### config.mk
export PLATFORM = sky130hd
export DESIGN_NAME = mem_arbiter
export DESIGN_NICKNAME = d
export VERILOG_FILES = /design/src/rtl/mem_arbiter.sv
export SDC_FILE = /design/constraint.sdc
export NUM_CORES = 1
export LEC_CHECK = 0
export BUFFER_PORTS_ARGS = -buffer_cell sky130_fd_sc_hd__clkbuf_2
export CORE_AREA = 8 8 194 196
export CTS_BUF_LIST = sky130_fd_sc_hd__clkbuf_16
export CTS_CLUSTER_SIZE = 16
export DETAILED_ROUTE_END_ITERATION = 10
export DIE_AREA = 0 0 202 204
export PLACE_DENSITY = 0.55
export SYNTH_ARGS = -nofsm -noshare
export SYNTH_HDL_FRONTEND = slang
export SYNTH_SLANG_ARGS = --single-unit
### constraint.sdc
create_clock -name clk -period 2.3 [get_ports clk]
set_input_delay 0.345 -clock clk [delete_from_list [all_inputs] [get_ports clk]]
set_output_delay 0.345 -clock clk [all_outputs]
set_load 0.005 [all_outputs]
### src/rtl/mem_arbiter.sv
// mem_arbiter: shares one block-wide memory port between an I-cache, a
// D-cache and a DMA master. Cache transactions run IDLE->CMD->WAIT->DONE
// and are never preempted; the DMA master owns the port for as long as it
// holds dma_br once granted. A fairness flag set on DMA exit lets the
// caches go first at the next arbitration.
//
// Handshake semantics: a cache raises *_req and holds it (with a stable
// address) until its one-cycle *_done pulse, then drops it for at least the
// following cycle; *_rdata is valid while *_done is high. The DMA master
// raises dma_br and keeps it high for its whole tenure; its dma_read /
// dma_write / dma_addr / dma_wdata reach the memory port only while
// dma_bg is high, and dropping dma_br ends the tenure on the next cycle.
module mem_arbiter #(
  parameter int WORD_SIZE   = 16,
  parameter int FETCH_SIZE  = 64,
  parameter int MEM_LATENCY = 4
) (
  input  logic                  clk,
  input  logic                  reset,
  input  logic                  i_req,
  input  logic [WORD_SIZE-1:0]  i_addr,
  output logic [FETCH_SIZE-1:0] i_rdata,
  output logic                  i_done,
  input  logic                  d_req,
  input  logic                  d_we,
  input  logic [WORD_SIZE-1:0]  d_addr,
  input  logic [FETCH_SIZE-1:0] d_wdata,
  output logic [FETCH_SIZE-1:0] d_rdata,
  output logic                  d_done,
  input  logic                  dma_br,
  output logic                  dma_bg,
  input  logic                  dma_read,
  input  logic                  dma_write,
  input  logic [WORD_SIZE-1:0]  dma_addr,
  input  logic [FETCH_SIZE-1:0] dma_wdata,
  output logic                  m_read,
  output logic                  m_write,
  output logic [WORD_SIZE-1:0]  m_addr,
  output logic [FETCH_SIZE-1:0] m_wdata,
  input  logic [FETCH_SIZE-1:0] m_rdata,
  output logic [WORD_SIZE-1:0]  i_grant_cnt,
  output logic [WORD_SIZE-1:0]  d_grant_cnt,
  output logic [WORD_SIZE-1:0]  dma_grant_cnt,
  output logic [2:0]            dbg_state_o
);

  localparam logic [2:0] S_IDLE = 3'd0;
  localparam logic [2:0] S_CMD  = 3'd1;
  localparam logic [2:0] S_WAIT = 3'd2;
  localparam logic [2:0] S_DONE = 3'd3;
  localparam logic [2:0] S_DMA  = 3'd4;

  // WAIT counts down from this value to zero, so it spans MEM_LATENCY
  // cycles and the last WAIT cycle is the one where m_rdata is valid.
  localparam logic [3:0]           WAIT_LOAD  = 4'(MEM_LATENCY - 1);
  localparam logic [WORD_SIZE-1:0] BLOCK_MASK = ~WORD_SIZE'(3);
  localparam logic [WORD_SIZE-1:0] CNT_ONE    = WORD_SIZE'(1);

  logic [2:0]            state_q, state_d;
  logic                  fair_q, fair_d;
  logic                  own_d_q, own_d_d;   // 1: D-cache owns the port, 0: I-cache
  logic                  we_q, we_d;
  logic [WORD_SIZE-1:0]  addr_q, addr_d;
  logic [FETCH_SIZE-1:0] wdata_q, wdata_d;
  logic [3:0]            wait_q, wait_d;
  logic [FETCH_SIZE-1:0] i_rdata_q, i_rdata_d;
  logic [FETCH_SIZE-1:0] d_rdata_q, d_rdata_d;
  logic [WORD_SIZE-1:0]  i_cnt_q, i_cnt_d;
  logic [WORD_SIZE-1:0]  d_cnt_q, d_cnt_d;
  logic [WORD_SIZE-1:0]  dma_cnt_q, dma_cnt_d;
  logic                  grant_i, grant_d, grant_dma;
  logic                  in_cmd, in_wait, in_dma;

  // Arbitration in IDLE: DMA first normally, caches first after a DMA tenure.
  always_comb begin
    grant_i   = 1'b0;
    grant_d   = 1'b0;
    grant_dma = 1'b0;
    if (state_q == S_IDLE) begin
      if (fair_q) begin
        grant_d   = d_req;
        grant_i   = !d_req && i_req;
        grant_dma = !d_req && !i_req && dma_br;
      end else begin
        grant_dma = dma_br;
        grant_d   = !dma_br && d_req;
        grant_i   = !dma_br && !d_req && i_req;
      end
    end
  end

  // Next-state logic: transaction sequencing, latching, capture and counters.
  always_comb begin
    state_d   = state_q;
    fair_d    = fair_q;
    own_d_d   = own_d_q;
    we_d      = we_q;
    addr_d    = addr_q;
    wdata_d   = wdata_q;
    wait_d    = wait_q;
    i_rdata_d = i_rdata_q;
    d_rdata_d = d_rdata_q;
    i_cnt_d   = i_cnt_q;
    d_cnt_d   = d_cnt_q;
    dma_cnt_d = dma_cnt_q;
    case (state_q)
      S_IDLE: begin
        // Any IDLE cycle either grants a cache or sees no cache request,
        // so the fairness flag never survives an IDLE cycle.
        fair_d = 1'b0;
        if (grant_dma) begin
          state_d   = S_DMA;
          dma_cnt_d = dma_cnt_q + CNT_ONE;
        end else if (grant_d || grant_i) begin
          state_d = S_CMD;
          own_d_d = grant_d;
          we_d    = grant_d && d_we;
          addr_d  = (grant_d ? d_addr : i_addr) & BLOCK_MASK;
          wdata_d = grant_d ? d_wdata : '0;
          if (grant_d) d_cnt_d = d_cnt_q + CNT_ONE;
          else         i_cnt_d = i_cnt_q + CNT_ONE;
        end
      end
      S_CMD: begin
        wait_d  = WAIT_LOAD;
        state_d = S_WAIT;
      end
      S_WAIT: begin
        if (wait_q == 4'd0) begin
          state_d = S_DONE;
          if (!we_q) begin
            if (own_d_q) d_rdata_d = m_rdata;
            else         i_rdata_d = m_rdata;
          end
        end else begin
          wait_d = wait_q - 4'd1;
        end
      end
      S_DONE: begin
        state_d = S_IDLE;
      end
      S_DMA: begin
        if (!dma_br) begin
          state_d = S_IDLE;
          fair_d  = 1'b1;
        end
      end
      default: begin
        state_d = S_IDLE;
      end
    endcase
  end

  // State registers; reset abandons any transaction in flight.
  always_ff @(posedge clk) begin
    if (reset) begin
      state_q   <= S_IDLE;
      fair_q    <= 1'b0;
      own_d_q   <= 1'b0;
      we_q      <= 1'b0;
      addr_q    <= '0;
      wdata_q   <= '0;
      wait_q    <= 4'd0;
      i_rdata_q <= '0;
      d_rdata_q <= '0;
      i_cnt_q   <= '0;
      d_cnt_q   <= '0;
      dma_cnt_q <= '0;
    end else begin
      state_q   <= state_d;
      fair_q    <= fair_d;
      own_d_q   <= own_d_d;
      we_q      <= we_d;
      addr_q    <= addr_d;
      wdata_q   <= wdata_d;
      wait_q    <= wait_d;
      i_rdata_q <= i_rdata_d;
      d_rdata_q <= d_rdata_d;
      i_cnt_q   <= i_cnt_d;
      d_cnt_q   <= d_cnt_d;
      dma_cnt_q <= dma_cnt_d;
    end
  end

  assign in_cmd  = (state_q == S_CMD);
  assign in_wait = (state_q == S_WAIT);
  assign in_dma  = (state_q == S_DMA);

  // Memory port mux: latched cache command in CMD/WAIT, DMA pass-through in DMA.
  always_comb begin
    m_read  = 1'b0;
    m_write = 1'b0;
    m_addr  = '0;
    m_wdata = '0;
    if (in_cmd) begin
      m_read  = !we_q;
      m_write = we_q;
      m_addr  = addr_q;
      m_wdata = wdata_q;
    end else if (in_wait) begin
      m_addr = addr_q;
    end else if (in_dma) begin
      m_read  = dma_read;
      m_write = dma_write;
      m_addr  = dma_addr;
      m_wdata = dma_wdata;
    end
  end

  assign i_done        = (state_q == S_DONE) && !own_d_q;
  assign d_done        = (state_q == S_DONE) && own_d_q;
  assign dma_bg        = in_dma;
  assign i_rdata       = i_rdata_q;
  assign d_rdata       = d_rdata_q;
  assign i_grant_cnt   = i_cnt_q;
  assign d_grant_cnt   = d_cnt_q;
  assign dma_grant_cnt = dma_cnt_q;
  assign dbg_state_o   = state_q;

endmodule

==> results list <==
* Status: completed
- The netlist uses 44 different library cells.
- Input and output buffers added on the ports amount to 507.
- Measured in cells, the most critical reg-to-reg path has a length of 6.
- In this run, synthesis inferred 0 flip-flops with an integrated enable.
* CTS H-Tree Depth: 1
- DP HPWL: 31300 um
- Required time worst endpoint: 1960 ps
- At the end of routability-driven placement, the weighted congestion stood at 0.826.
* Routed length per placed instance: 19.7 um
* Fin. Hold Viols: 0
* Bufs on Longest Clock Path: 3
* DR DRC count: 0
* Cells after Synth: 1268
- The count of nets left with antenna violations once routing finished came out at 0.
- The library cell used most frequently in the layout, excluding fill and tap cells, is clkbuf_2.
* Crit path DAT: 1950 ps
* Area of the die: 41200 sq um
- Total Wirelength: 44400 um
- By startpoint and endpoint, the worst setup path is classified as flip-flop to output pin.
- Setup violations remaining at the end of the flow were counted as 0.
* Post-synthesis sequential element count: 264
* Total power divided by cell area: 819 nW/um^2
* Top_reg_cell synth: dfxtp_1
- Cells with a size suffix above 1 make up 35.1% of the layout.
- After detailed routing, the number of vias per cell comes to 5.04.
- Antenna violations before repair: 2
- The later pin in the worst-skew pair is clocked with a latency of 560 ps.
- Antenna fix cells: 0
- The slowest stage of the critical path is the dfxtp_2 cell.
- The critical path runs through a total of 7 cells.
* Root Driver: clkbuf_16
- Max-cap violations in this run came to 0.
* Largest driver fanout on the critical path: 6
* Total negative slack: 0 ps
* Top Ports: 512
- Most frequent cell on the critical path: buf_12
- Violation count after the first detailed-routing iteration: 567
* Sinks on Clock Net: 264
* CP delay by family, top: buffers and inverters
- Number of nets in the synthesized netlist: 1520
- Counting the buffers created by CTS gives 30.
- Area of the mapped netlist: 10500 sq um
* Max IR drop VDD: 0.000499 V
- The via count of the first global-routing pass came to 11000.
* Post-CTS clock slew at the launch and capture registers of the worst setup and hold paths: 60 ps
- DP Cell Count: 2169
* Avg Cell Area, Syn: 8.31 sq um
- Maximum number of pins on one net before global-route repair: 92
- Cell Rows: 69
- Hold path cells: 3
- The first global-routing pass estimated 66500 um of wire.
- TritonCTS built the clock tree.
* Die width: 202 um
- Overflow left after global routing: 0
* Ratio of final minimum period to clock period: 100%
- DIE HEIGHT: 204 um
* Initial core utilization: 30.3%
- Number of vias in the routed layout: 11400
- For the final database, setup skew stands at 11.3 ps.
- Cell area reported after detailed placement: 13700 sq um
- The first TritonRoute pass finished after 5 iterations.
- Std-Cell Core Area: 34800 sq um
* Static Leak: 0.00661 uW
- Transition time at the pin with the least slew margin: 706 ps
- Compared with the post-synthesis result, the final layout area differs by 45.3%.
- After routing the design area is 15300 sq um.
* Setup repair after global routing missed its margin: true
- The final count of pins violating max slew was 0.
* Top library cells by usage in the layout, fill and taps aside: 462 x clkbuf_2, 276 x nand2_1, 262 x dfxtp_1, 159 x a21oi_1, 103 x nor2_1
- Startpoint type of the worst setup path: flip-flop
- During synthesis, Yosys emitted a total of 0 warnings.
- STA classifies the critical path endpoint as an output pin.
- Critical path cell sequence: buf_6, nor3b_4, buf_12, buf_12, clkbuf_16, a22o_1, buf_2
* Type of the worst min-delay path: input pin to flip-flop
* Post-layout total power: 12500 uW
* Share of async-settable or async-resettable flops after synthesis: 0%
* Peak per-stage delay on the critical path: 320 ps
- After synthesis, flip-flops and latches occupy 50.1% of the total area.
* Combined global-route utilization of all metal layers: 20.0%
- Timing-limited maximum frequency: 0.435 GHz
* Min cycle time layout: 2300 ps
* Total number of nets in the final design: 2030
* Number of buffer and inverter instances along the worst setup path: 5
- Worst slew margin relative to its limit: 52.9%
* Layout Cells excl Fill: 2259
[routing by layer]
| metal | GRT usage (%) | vias up | wire length, um |
|---|---|---|---|
| li1 | - | 5490 | - |
| met1 | 22.7 | 5371 | 17200 |
| met2 | 34.8 | 449 | 21500 |
| met3 | 7.31 | 74 | 4310 |
| met4 | 6.18 | 4 | 1370 |
| met5 | 0 | - | 22 |
[timing repair]
item                                   CTS  global route
endpoints found under the hold margin   16             0
setup buffers                           11             3
cloned                                   7             3
hold buffers                            15             0
pin swaps                               16            12
setup endpoints to repair               82           105
resized for setup                       30            51
[cells by family (layout without fill, tap and decap cells)]
| kind of cell | count (synthesis) | count (layout) | synth area share [%] |
|---|---|---|---|
| adders and majority gates | 4 | 4 | 0.475 |
| muxes | 3 | 3 | 0.309 |
| DFF | 264 | 264 | 50.1 |
| xor gates and xnor gates | 18 | 18 | 1.50 |
| AOI/OAI and AO/OA | 351 | 351 | 21.7 |
| buffers and inverters | 112 | 642 | 4.08 |
| and+or+nand+nor | 516 | 516 | 21.7 |
[final timing paths]
check	slack [ps]	end	startpoint
worst min-delay path	30	d_rdata[58]	m_rdata[58]
worst min register to register	450	i_rdata[35]	i_rdata[35]
worst max register to register	130	wdata_q[2]	dbg_state_o[0]
worst max-delay path	0.6	m_wdata[59]	dbg_state_o[0]
[power breakdown]
group | internal [uW] | switching (uW) | leakage [uW] | total [uW]
Clock | 2620 | 1900 | 0.000479 | 4520
Combinational | 1390 | 1560 | 0.00399 | 2950
Sequential | 4870 | 198 | 0.00214 | 5070
[registers in the layout (all words and copies together), names as in the netlist, 3 cells and up]
| name | count |
|---|---|
| wait_q | 4 |
| i_rdata | 64 |
| d_rdata | 64 |
| d_grant_cnt | 16 |
| dbg_state_o | 3 |
| addr_q | 14 |
| dma_grant_cnt | 16 |
| i_grant_cnt | 16 |
| wdata_q | 64 |
[worst min-delay path, delay by kind of cell]
kind	cells	cell delay [ps]
buffers and inverters	1	90
AND/OR/NAND/NOR	1	50
AO/OA/AOI/OAI	1	50
[Yosys cell counts (all sizes together), types with 14 or more instances]
cell | count | share of area, %
dfxtp | 264 | 50
or4 | 18 | 1.3
a21oi | 159 | 7.5
a22o | 79 | 6.6
o31ai | 15 | 1.1
o22ai | 14 | 0.83
clkbuf | 97 | 3.5
a22oi | 65 | 4.6
nand3 | 23 | 1.1
nor3 | 29 | 1.4
nand2 | 277 | 9.9
nor2 | 103 | 3.7
[layout make-up]
type / instances / area, sq um
Clock buffer: 31 / 776
Clock inverter: 21 / 140
Fill cell: 3506 / 19500
Inverter: 9 / 33.8
Multi-Input combinational cell: 892 / 4920
Sequential cell: 264 / 5290
Tap cell: 461 / 577
Timing Repair Buffer: 581 / 3570
[stage by stage]
stage / utilization (%) / worst slack (ps) / hold slack (ps)
after floorplan: - / 62.1 / 448
after global placement: 39.4 / 207 / 437
after detailed placement: 39.4 / 194 / 445
after CTS: 43.6 / -32.4 / 0.113
after global routing: 44.0 / -82.7 / 15.2
final: 44.0 / 0.608 / 31.7
(Power assumes the default switching activity.)
